### config.mk
export PLATFORM = sky130hd
export DESIGN_NAME = alu_stream_scoreboard
export DESIGN_NICKNAME = d
export VERILOG_FILES = /design/src/rtl/alu_stream_scoreboard.sv
export SDC_FILE = /design/constraint.sdc
export NUM_CORES = 1
export LEC_CHECK = 0
export BUFFER_PORTS_ARGS = -buffer_cell sky130_fd_sc_hd__clkbuf_2
export CORE_ASPECT_RATIO = 1.4
export CORE_MARGIN = 8
export CORE_UTILIZATION = 30
export DETAILED_ROUTE_END_ITERATION = 10
export HOLD_SLACK_MARGIN = 0.12
export PLACE_DENSITY = 0.56
export SLEW_MARGIN = 15
export SYNTH_ARGS = -nofsm -noshare
export SYNTH_HDL_FRONTEND = slang
export SYNTH_SLANG_ARGS = --single-unit
### constraint.sdc
create_clock -name clk -period 10.41 [get_ports clk]
set_input_delay 1.041 -clock clk [delete_from_list [all_inputs] [get_ports clk]]
set_output_delay 1.041 -clock clk [all_outputs]
set_load 0.02 [all_outputs]
### src/rtl/alu_stream_scoreboard.sv
// In-order scoreboard for the pipelined ALU: golden results queue in a FIFO and are compared with DUT results.
// Optional watchdog enabled by defining ALU_SB_TIMEOUT_EN.
module alu_stream_scoreboard #(
   parameter int          WIDTH        = 32,
   parameter int          DEPTH        = 8,
   parameter int          ID_W         = 8,
   parameter int          CNT_W        = 16,
   parameter logic [3:0]  FLAG_MASK    = 4'hF,
   parameter bit          STOP_ON_FAIL = 1'b1,
   parameter int          TIMEOUT_CYC  = 1024
) (
   input  logic                     clk,
   input  logic                     rst_n,
   input  logic                     clear,
   input  logic                     exp_valid,
   output logic                     exp_ready,
   input  logic [ID_W-1:0]          exp_id,
   input  logic [WIDTH-1:0]         exp_result,
   input  logic [3:0]               exp_flags,
   input  logic                     act_valid,
   input  logic [WIDTH-1:0]         act_result,
   input  logic [3:0]               act_flags,
   output logic [$clog2(DEPTH):0]   occupancy,
   output logic [CNT_W-1:0]         chk_cnt,
   output logic [CNT_W-1:0]         pass_cnt,
   output logic [CNT_W-1:0]         fail_cnt,
   output logic                     mismatch,
   output logic                     underflow,
   output logic                     halted,
   output logic                     first_err_valid,
   output logic [ID_W-1:0]          first_err_id,
   output logic [WIDTH-1:0]         first_err_exp,
   output logic [WIDTH-1:0]         first_err_act,
   output logic                     timeout
);

   localparam int AW = $clog2(DEPTH);
   localparam int OW = AW + 1;

   typedef enum logic [1:0] {S_IDLE, S_ACTIVE, S_HALT} state_t;

   state_t            state_reg, state_next;
   logic [AW-1:0]     wr_ptr_reg, rd_ptr_reg;
   logic [OW-1:0]     occ_reg, occ_next;
   logic [CNT_W-1:0]  chk_cnt_reg, pass_cnt_reg, fail_cnt_reg;
   logic              mismatch_reg, underflow_reg, first_err_valid_reg;
   logic [ID_W-1:0]   first_err_id_reg;
   logic [WIDTH-1:0]  first_err_exp_reg, first_err_act_reg;

   logic [ID_W-1:0]   id_mem  [DEPTH];
   logic [WIDTH-1:0]  res_mem [DEPTH];
   logic [3:0]        flg_mem [DEPTH];

   logic              halted_i, exp_ready_i, full, empty;
   logic              push, pop, uf_ev, match, pass_ev, chk_fail, fail_ev, wd_fire;
   logic [ID_W-1:0]   head_id;
   logic [WIDTH-1:0]  head_res;
   logic [3:0]        head_flags;

   function automatic logic [CNT_W-1:0] sat_inc(input logic [CNT_W-1:0] v, input logic en);
      return (en && (v != {CNT_W{1'b1}})) ? v + 1'b1 : v;
   endfunction

   assign full  = (occ_reg == OW'(DEPTH));
   assign empty = (occ_reg == '0);

   assign head_id    = id_mem[rd_ptr_reg];
   assign head_res   = res_mem[rd_ptr_reg];
   assign head_flags = flg_mem[rd_ptr_reg];

   // No bypass: an act arriving while empty is an underflow even if a push lands this cycle.
   assign push     = exp_valid && exp_ready_i && !clear;
   assign pop      = act_valid && !empty && !halted_i;
   assign uf_ev    = act_valid && empty && !halted_i;
   assign match    = (head_res == act_result) && (((head_flags ^ act_flags) & FLAG_MASK) == 4'h0);
   assign pass_ev  = pop && match;
   assign chk_fail = uf_ev || (pop && !match);
   assign fail_ev  = chk_fail || wd_fire;

   always_comb begin
      occ_next = occ_reg;
      case ({push, pop})
         2'b10:   occ_next = occ_reg + 1'b1;
         2'b01:   occ_next = occ_reg - 1'b1;
         default: occ_next = occ_reg;
      endcase
   end

   always_ff @(posedge clk) begin
      if (push) begin
         id_mem[wr_ptr_reg]  <= exp_id;
         res_mem[wr_ptr_reg] <= exp_result;
         flg_mem[wr_ptr_reg] <= exp_flags;
      end
   end

   // FSM: state register
   always_ff @(posedge clk or negedge rst_n) begin
      if (!rst_n) state_reg <= S_IDLE;
      else        state_reg <= state_next;
   end

   // FSM: next state; HALT is sticky until clear or reset
   always_comb begin
      state_next = state_reg;
      if (clear)                         state_next = S_IDLE;
      else if (state_reg == S_HALT)      state_next = S_HALT;
      else if (STOP_ON_FAIL && fail_ev)  state_next = S_HALT;
      else if (occ_next == '0)           state_next = S_IDLE;
      else                               state_next = S_ACTIVE;
   end

   // FSM: outputs
   always_comb begin
      halted_i    = (state_reg == S_HALT);
      exp_ready_i = !full && !halted_i;
   end

   always_ff @(posedge clk or negedge rst_n) begin
      if (!rst_n) begin
         wr_ptr_reg          <= '0;
         rd_ptr_reg          <= '0;
         occ_reg             <= '0;
         chk_cnt_reg         <= '0;
         pass_cnt_reg        <= '0;
         fail_cnt_reg        <= '0;
         mismatch_reg        <= 1'b0;
         underflow_reg       <= 1'b0;
         first_err_valid_reg <= 1'b0;
         first_err_id_reg    <= '0;
         first_err_exp_reg   <= '0;
         first_err_act_reg   <= '0;
      end else if (clear) begin
         wr_ptr_reg          <= '0;
         rd_ptr_reg          <= '0;
         occ_reg             <= '0;
         chk_cnt_reg         <= '0;
         pass_cnt_reg        <= '0;
         fail_cnt_reg        <= '0;
         mismatch_reg        <= 1'b0;
         underflow_reg       <= 1'b0;
         first_err_valid_reg <= 1'b0;
         first_err_id_reg    <= '0;
         first_err_exp_reg   <= '0;
         first_err_act_reg   <= '0;
      end else begin
         if (push) wr_ptr_reg <= wr_ptr_reg + 1'b1;
         if (pop)  rd_ptr_reg <= rd_ptr_reg + 1'b1;
         occ_reg      <= occ_next;
         chk_cnt_reg  <= sat_inc(chk_cnt_reg, pass_ev || chk_fail);
         pass_cnt_reg <= sat_inc(pass_cnt_reg, pass_ev);
         fail_cnt_reg <= sat_inc(fail_cnt_reg, fail_ev);
         mismatch_reg <= chk_fail;
         if (uf_ev) underflow_reg <= 1'b1;
         // Only the first failing check is captured; later ones leave it intact.
         if (chk_fail && !first_err_valid_reg) begin
            first_err_valid_reg <= 1'b1;
            first_err_id_reg    <= uf_ev ? '0 : head_id;
            first_err_exp_reg   <= uf_ev ? '0 : head_res;
            first_err_act_reg   <= act_result;
         end
      end
   end

`ifdef ALU_SB_TIMEOUT_EN
   localparam int WD_W = $clog2(TIMEOUT_CYC + 1);

   logic [WD_W-1:0] wd_reg;
   logic            timeout_reg;

   // Fires on the TIMEOUT_CYC-th consecutive stalled cycle with entries waiting.
   assign wd_fire = !halted_i && !empty && !pop && !timeout_reg && !clear &&
                    (wd_reg == WD_W'(TIMEOUT_CYC - 1));

   always_ff @(posedge clk or negedge rst_n) begin
      if (!rst_n) begin
         wd_reg      <= '0;
         timeout_reg <= 1'b0;
      end else if (clear) begin
         wd_reg      <= '0;
         timeout_reg <= 1'b0;
      end else begin
         if (empty || pop)                  wd_reg <= '0;
         else if (!halted_i && !timeout_reg) wd_reg <= wd_reg + 1'b1;
         if (wd_fire) timeout_reg <= 1'b1;
      end
   end

   assign timeout = timeout_reg;
`else
   logic unused_timeout_cyc;
   assign unused_timeout_cyc = (TIMEOUT_CYC > 0);
   assign wd_fire = 1'b0;
   assign timeout = 1'b0;
`endif

   assign exp_ready       = exp_ready_i;
   assign halted          = halted_i;
   assign occupancy       = occ_reg;
   assign chk_cnt         = chk_cnt_reg;
   assign pass_cnt        = pass_cnt_reg;
   assign fail_cnt        = fail_cnt_reg;
   assign mismatch        = mismatch_reg;
   assign underflow       = underflow_reg;
   assign first_err_valid = first_err_valid_reg;
   assign first_err_id    = first_err_id_reg;
   assign first_err_exp   = first_err_exp_reg;
   assign first_err_act   = first_err_act_reg;

endmodule
======== Word-level counts from Yosys, hierarchy flattened ========
Memory sizes are Yosys's and may differ from the RTL's.
Cells that the tools add are included.
operators by class
  add/subtract/negate cells ............... 7
  equal/unequal tests ..................... 8
  mux-type cells .......................... 31
  bitwise logic cells ..................... 1
  reduce and logical (&&, ||, !) cells .... 32
operator list
  operator                                                             number
  32-bit two-way mux                                                   5
  16-bit two-way mux                                                   6
  16-bit by 1-bit adder with 16-bit output (second input constant)     3
  16-bit != test (second input constant)                               3
  32-bit == test                                                       1
  8-bit two-way mux                                                    3
  1-bit logical AND                                                    14
  2-bit nonzero test                                                   7
  4-bit zero test                                                      3
  3-bit two-way mux                                                    4
  1-bit two-way mux                                                    8
  4-bit case mux with 2 select lines                                   1
  3-bit by 1-bit adder with 3-bit output (second input constant)       2
  1-bit zero test                                                      6
  2-bit two-way mux                                                    3
  4-bit by 1-bit adder with 4-bit output (second input constant)       1
  2-bit == test (second input constant)                                2
  4-bit == test (second input constant)                                1
  4-bit two-way mux                                                    1
  4-bit by 1-bit subtractor with 4-bit output (second input constant)  1
  4-bit XOR                                                            1
  2-bit by 1-bit == test with 1-bit output (second input constant)     1
  1-bit logical OR                                                     2
word-level totals
  register bits ........................... 135
  RAM bits ................................ 352
  input bits .............................. 85
  output and inout port bits .............. 130
  word-level logic and storage cells ...... 95
  memories ................................ 3
memory list
  name     words  width  read ports  clocked after Yosys merged registers in  write ports  RTL line  text
  res_mem  8      32     1           0                                        1            51        logic [WIDTH-1:0] res_mem [DEPTH];
  id_mem   8      8      1           0                                        1            50        logic [ID_W-1:0] id_mem [DEPTH];
  flg_mem  8      4      1           0                                        1            52        logic [3:0] flg_mem [DEPTH];

======== Longest topological paths before layout ========
  word-level depth ........................ 12
  mapped depth ............................ 15

======== Worst setup path before layout ========
OpenSTA, ideal clock, no wires.
  kind .................................... input -> register
  start point ............................. input port clear
  end point ............................... memory flg_mem[1][0], enable pin
  library setup time ...................... 0.500 ns
  arrival time ............................ 4.825 ns
  data required time ...................... 9.910 ns
  setup slack ............................. 5.085 ns
  stages on the path ...................... 5
  path through ............................ clkbuf_1 -> inv_2 -> clkbuf_1 -> nand4_1 -> nor3_1
on the way
  cells in the longest elaborated chain, start to end .. 4
RTL lines
  item                                     RTL line  text
  start: declaration                       14        input logic clear,
  1-bit zero test                          72        assign push = exp_valid && exp_ready_i && !clear;
  1-bit logical AND                        72
  1-bit two-way mux                        90        if (push) begin
  1-bit two-way mux (implied by the code)  93        flg_mem[wr_ptr_reg] <= exp_flags;
  end: declaration                         52
Every way passes these cells.

======== Final worst setup path ========
  start point ............................. register rd_ptr_reg[0]
  end point ............................... register pass_cnt_reg[13], in the netlist pass_cnt[13]
on the way
  cells in the longest elaborated chain, start to end .. 7
  elaborated cells on any way between the ends .. 9
  those cells by class .................... eq/ne: 1; bitwise: 1; reduce/logical: 5; memory: 2
RTL lines
  item                                                            RTL line  text
  start: declaration                                              43        logic [AW-1:0] wr_ptr_reg, rd_ptr_reg;
  start signal: assignment                                        148       if (pop) rd_ptr_reg <= rd_ptr_reg + 1'b1;
  branches (longest 3 deep; another with memory read 8 x 32 bit)  n/a
  1-bit logical AND *                                             75        assign match = (head_res == act_result) && (((head_flags ^ act_flags) & FLAG_MASK) == 4'h0);
  1-bit logical AND *                                             76        assign pass_ev = pop && match;
  1-bit logical AND *                                             61        return (en && (v != {CNT_W{1'b1}})) ? v + 1'b1 : v;
  2-bit nonzero test (no line) *                                  n/a
  end signal: assignment                                          151       pass_cnt_reg <= sat_inc(pass_cnt_reg, pass_ev);
  end: declaration                                                45        logic [CNT_W-1:0] chk_cnt_reg, pass_cnt_reg, fail_cnt_reg;
Every way passes the cells marked *.
A chain may end at the register's enable or synchronous reset.

==> out/metrics.csv <==
metric,value,unit
dr_total_vias,12100,
drv_cap,0,
cts_made_buffers,47,
viasPerCell,5.00,
coreArea,0.0676,mm^2
grt_overflow_total,0,
crit_chain,buf_4 -> mux4_2 -> mux2i_1 -> xnor2_1 -> nor4_1 -> nand4_1 -> nor4_2 -> or3b_1 -> a21oi_1,
r2r_start,rd_ptr_reg[0],
drcViolationCount,0,
yosysSeqAreaShare,0.683,
slew_violations,0,
critical_path.startpoint,rd_ptr_reg[0],
min_period,5450,ps
hold_viol_final,0,
ys_seq_elements,487,
synth.net_count,1400,
area_delta_synth_final,18.0,%
place_congestion,0.779,
grt.total_usage,0.142,
required,10880,ps
critPathKind,flip-flop to flip-flop,
cts_setup_buffers,0,
io_pins,215,
die_area,0.0768,mm^2
ctsHoldBuffers,0,
arrival,5930,ps
fmax,183,MHz
ant_nets,0,
tightest_slew,1070,ps
synth-edff-count,352,
hold_ws,515,ps
netlist_instances,1307,
antenna_found_initial,11,
hold_path_class,primary input to asynchronous set/reset pin,
maxSlewHeadroom,0.278,
layout_common_cells,"edfxtp_1, clkbuf_2, dfrtp_1",
cts_tree,built,
clock_skew,10.9,ps
async_flop_share,0.277,
setup_viol,0,
wirelength,55.8,mm
synth.cell_area,0.0204,mm^2
cp_max_fo,42,
yosys_most_used_dff,edfxtp_1,
vdd_drop_max,0.000132,V
cts_max_path_buffers,3,
leakagePower,8.70,nW
cts-resized-gates,0,
critPathLaunchType,flip-flop,
clk_pin_slew,60,ps
rsz0062_at_grt,no,
crit_buf_inv,1,
synth.avg_cell_area,15.6,um^2
critPathSlowestCell,nor4_2,
status,finished clean,
synth_cell_types,61,
pwr_density_cell,201,mW/mm^2
final_common_cell,edfxtp_1,
cts.sink_count,487,
period_share,0.524,
grt_start_max_net_pins,74,
dieHeight,325,um
start_util,0.302,
grt_pass1_vias,12500,
htreeDepth,2,
synth_warnings,0,
reg.largest.list,"res_mem (256), id_mem (64)",
die_width,237,um
cp-end-kind,flip-flop,
regMostFlops,res_mem,
wl_per_cell,23.0,um
largest_reg_flops,256,
crit_family,simple AND/OR/NAND/NOR gates,
slowest_delay,1030,ps
drt-pass1-iter-count,5,
finalSetupTns,0,ps
drt_iter0_markers,797,
drive_gt1_frac,0.272,
grt_pass1_wl,83.3,mm
port_buffers,213,
clk_root_buffer_cell,clkbuf_16,
dp_hpwl,36.6,mm
rows,113,
nets,1613,
insertion_delay,560,ps
## synthesized netlist by cell type (2+ instances only)
| library cell | n | area, um^2 |
|---|---|---|
| buf_4 | 4 | 30.0 |
| a22oi_1 | 25 | 188 |
| xor2_1 | 33 | 289 |
| nand3_1 | 27 | 135 |
| nor3b_1 | 2 | 15.0 |
| nand2_1 | 119 | 447 |
| or2_2 | 5 | 31.3 |
| buf_2 | 28 | 140 |
| o41ai_1 | 21 | 184 |
| nor2b_1 | 21 | 131 |
| nand4_1 | 9 | 56.3 |
| or4_1 | 5 | 37.5 |
| inv_1 | 16 | 60.1 |
| mux2_2 | 29 | 327 |
| nor4_1 | 8 | 50.1 |
| nor2_1 | 60 | 225 |
| nand2b_1 | 4 | 25.0 |
| o31ai_1 | 4 | 30.0 |
| ha_1 | 8 | 100 |
| dfrtp_1 | 135 | 3380 |
| and3_1 | 18 | 113 |
| clkbuf_1 | 30 | 113 |
| mux2i_1 | 122 | 1220 |
| o21ai_0 | 11 | 55.1 |
| nor3_1 | 6 | 30.0 |
| buf_8 | 2 | 30.0 |
| and2_1 | 7 | 43.8 |
| mux4_2 | 60 | 1350 |
| or3_1 | 8 | 50.1 |
| a21oi_1 | 34 | 170 |
| edfxtp_1 | 352 | 10600 |
| xnor2_1 | 20 | 175 |
| and4_1 | 7 | 61.3 |
| a21o_1 | 12 | 90.1 |
| o311ai_0 | 19 | 166 |
| buf_6 | 5 | 56.3 |
| nand4b_1 | 2 | 17.5 |
| nand3b_1 | 2 | 15.0 |
| buf_1 | 5 | 18.8 |
## power by group
group | internal, mW | switching (mW) | leakage [nW]
registers | 2.17 | 0.0707 | 5.02
logic | 0.318 | 0.505 | 2.91
clock network | 1.05 | 0.726 | 0.771
## metal layers
| layer | GRT usage | part of all wire | vias up |
|---|---|---|---|
| li1 | - | - | 5451 |
| met1 | 0.175 | 0.41 | 6219 |
| met2 | 0.240 | 0.49 | 357 |
| met3 | 0.0392 | 0.072 | 78 |
| met4 | 0.0417 | 0.024 | 10 |
| met5 | 0 | 0.0011 | - |
## kinds of logic (layout without fill, tap and decap cells)
logic type | count (synthesis) | in the layout | share of synthesized area
flip-flops | 487 | 487 | 0.683
AND/OR/NAND/NOR | 317 | 317 | 0.0757
multiplexers | 212 | 212 | 0.143
AO/OA/AOI/OAI | 138 | 138 | 0.0486
buffers and inverters | 91 | 343 | 0.0221
XOR/XNOR | 53 | 53 | 0.0227
adder cells (fa/ha/maj) | 8 | 8 | 0.00490
other | 1 | 5 | 0.000184
## path summary, 6_finish.rpt
kind                       slack, ps           endpoint  cells after the start
setup / recovery                4960       pass_cnt[13]                      9
hold / removal                   510  first_err_act[10]                      1
setup reg to reg                4960       pass_cnt[13]                      9
hold reg to reg                  520       fail_cnt[15]                      1
max in group asynchronous       8450      rd_ptr_reg[1]                      2
min in group clk                 520       fail_cnt[15]                      1
## worst register-to-register path: cells and delay by family, from the launching register on
family | cells | cell delay, ps
mux | 2 | 1230
flops | 1 | 760
buf+inv | 1 | 790
xor+xnor | 1 | 140
simple gates | 4 | 2280
compound gates | 1 | 180
## area by class of cell
class,instances,area [um^2]
Antenna cell,4,10.0
Clock buffer,64,1300
Clock inverter,24,317
Fill cell,6437,43500
Inverter,17,66.3
Multi-Input combinational cell,729,6100
Sequential cell,487,14000
Tap cell,862,1080
Timing Repair Buffer,238,1260
## per-stage QoR
step	area [um^2]	instances	util	setup slack [ps]	power [mW]
after global placement	22500	2333	0.332	4870	3.11
after detailed placement	22500	2333	0.332	4890	3.12
final	24100	2425	0.357	4960	4.84
after CTS	24100	2421	0.356	4860	4.91
after global routing	24100	2422	0.356	4620	5.03
after floorplan	20400	1307	-	5090	2.81
(Power assumes the default switching activity.)
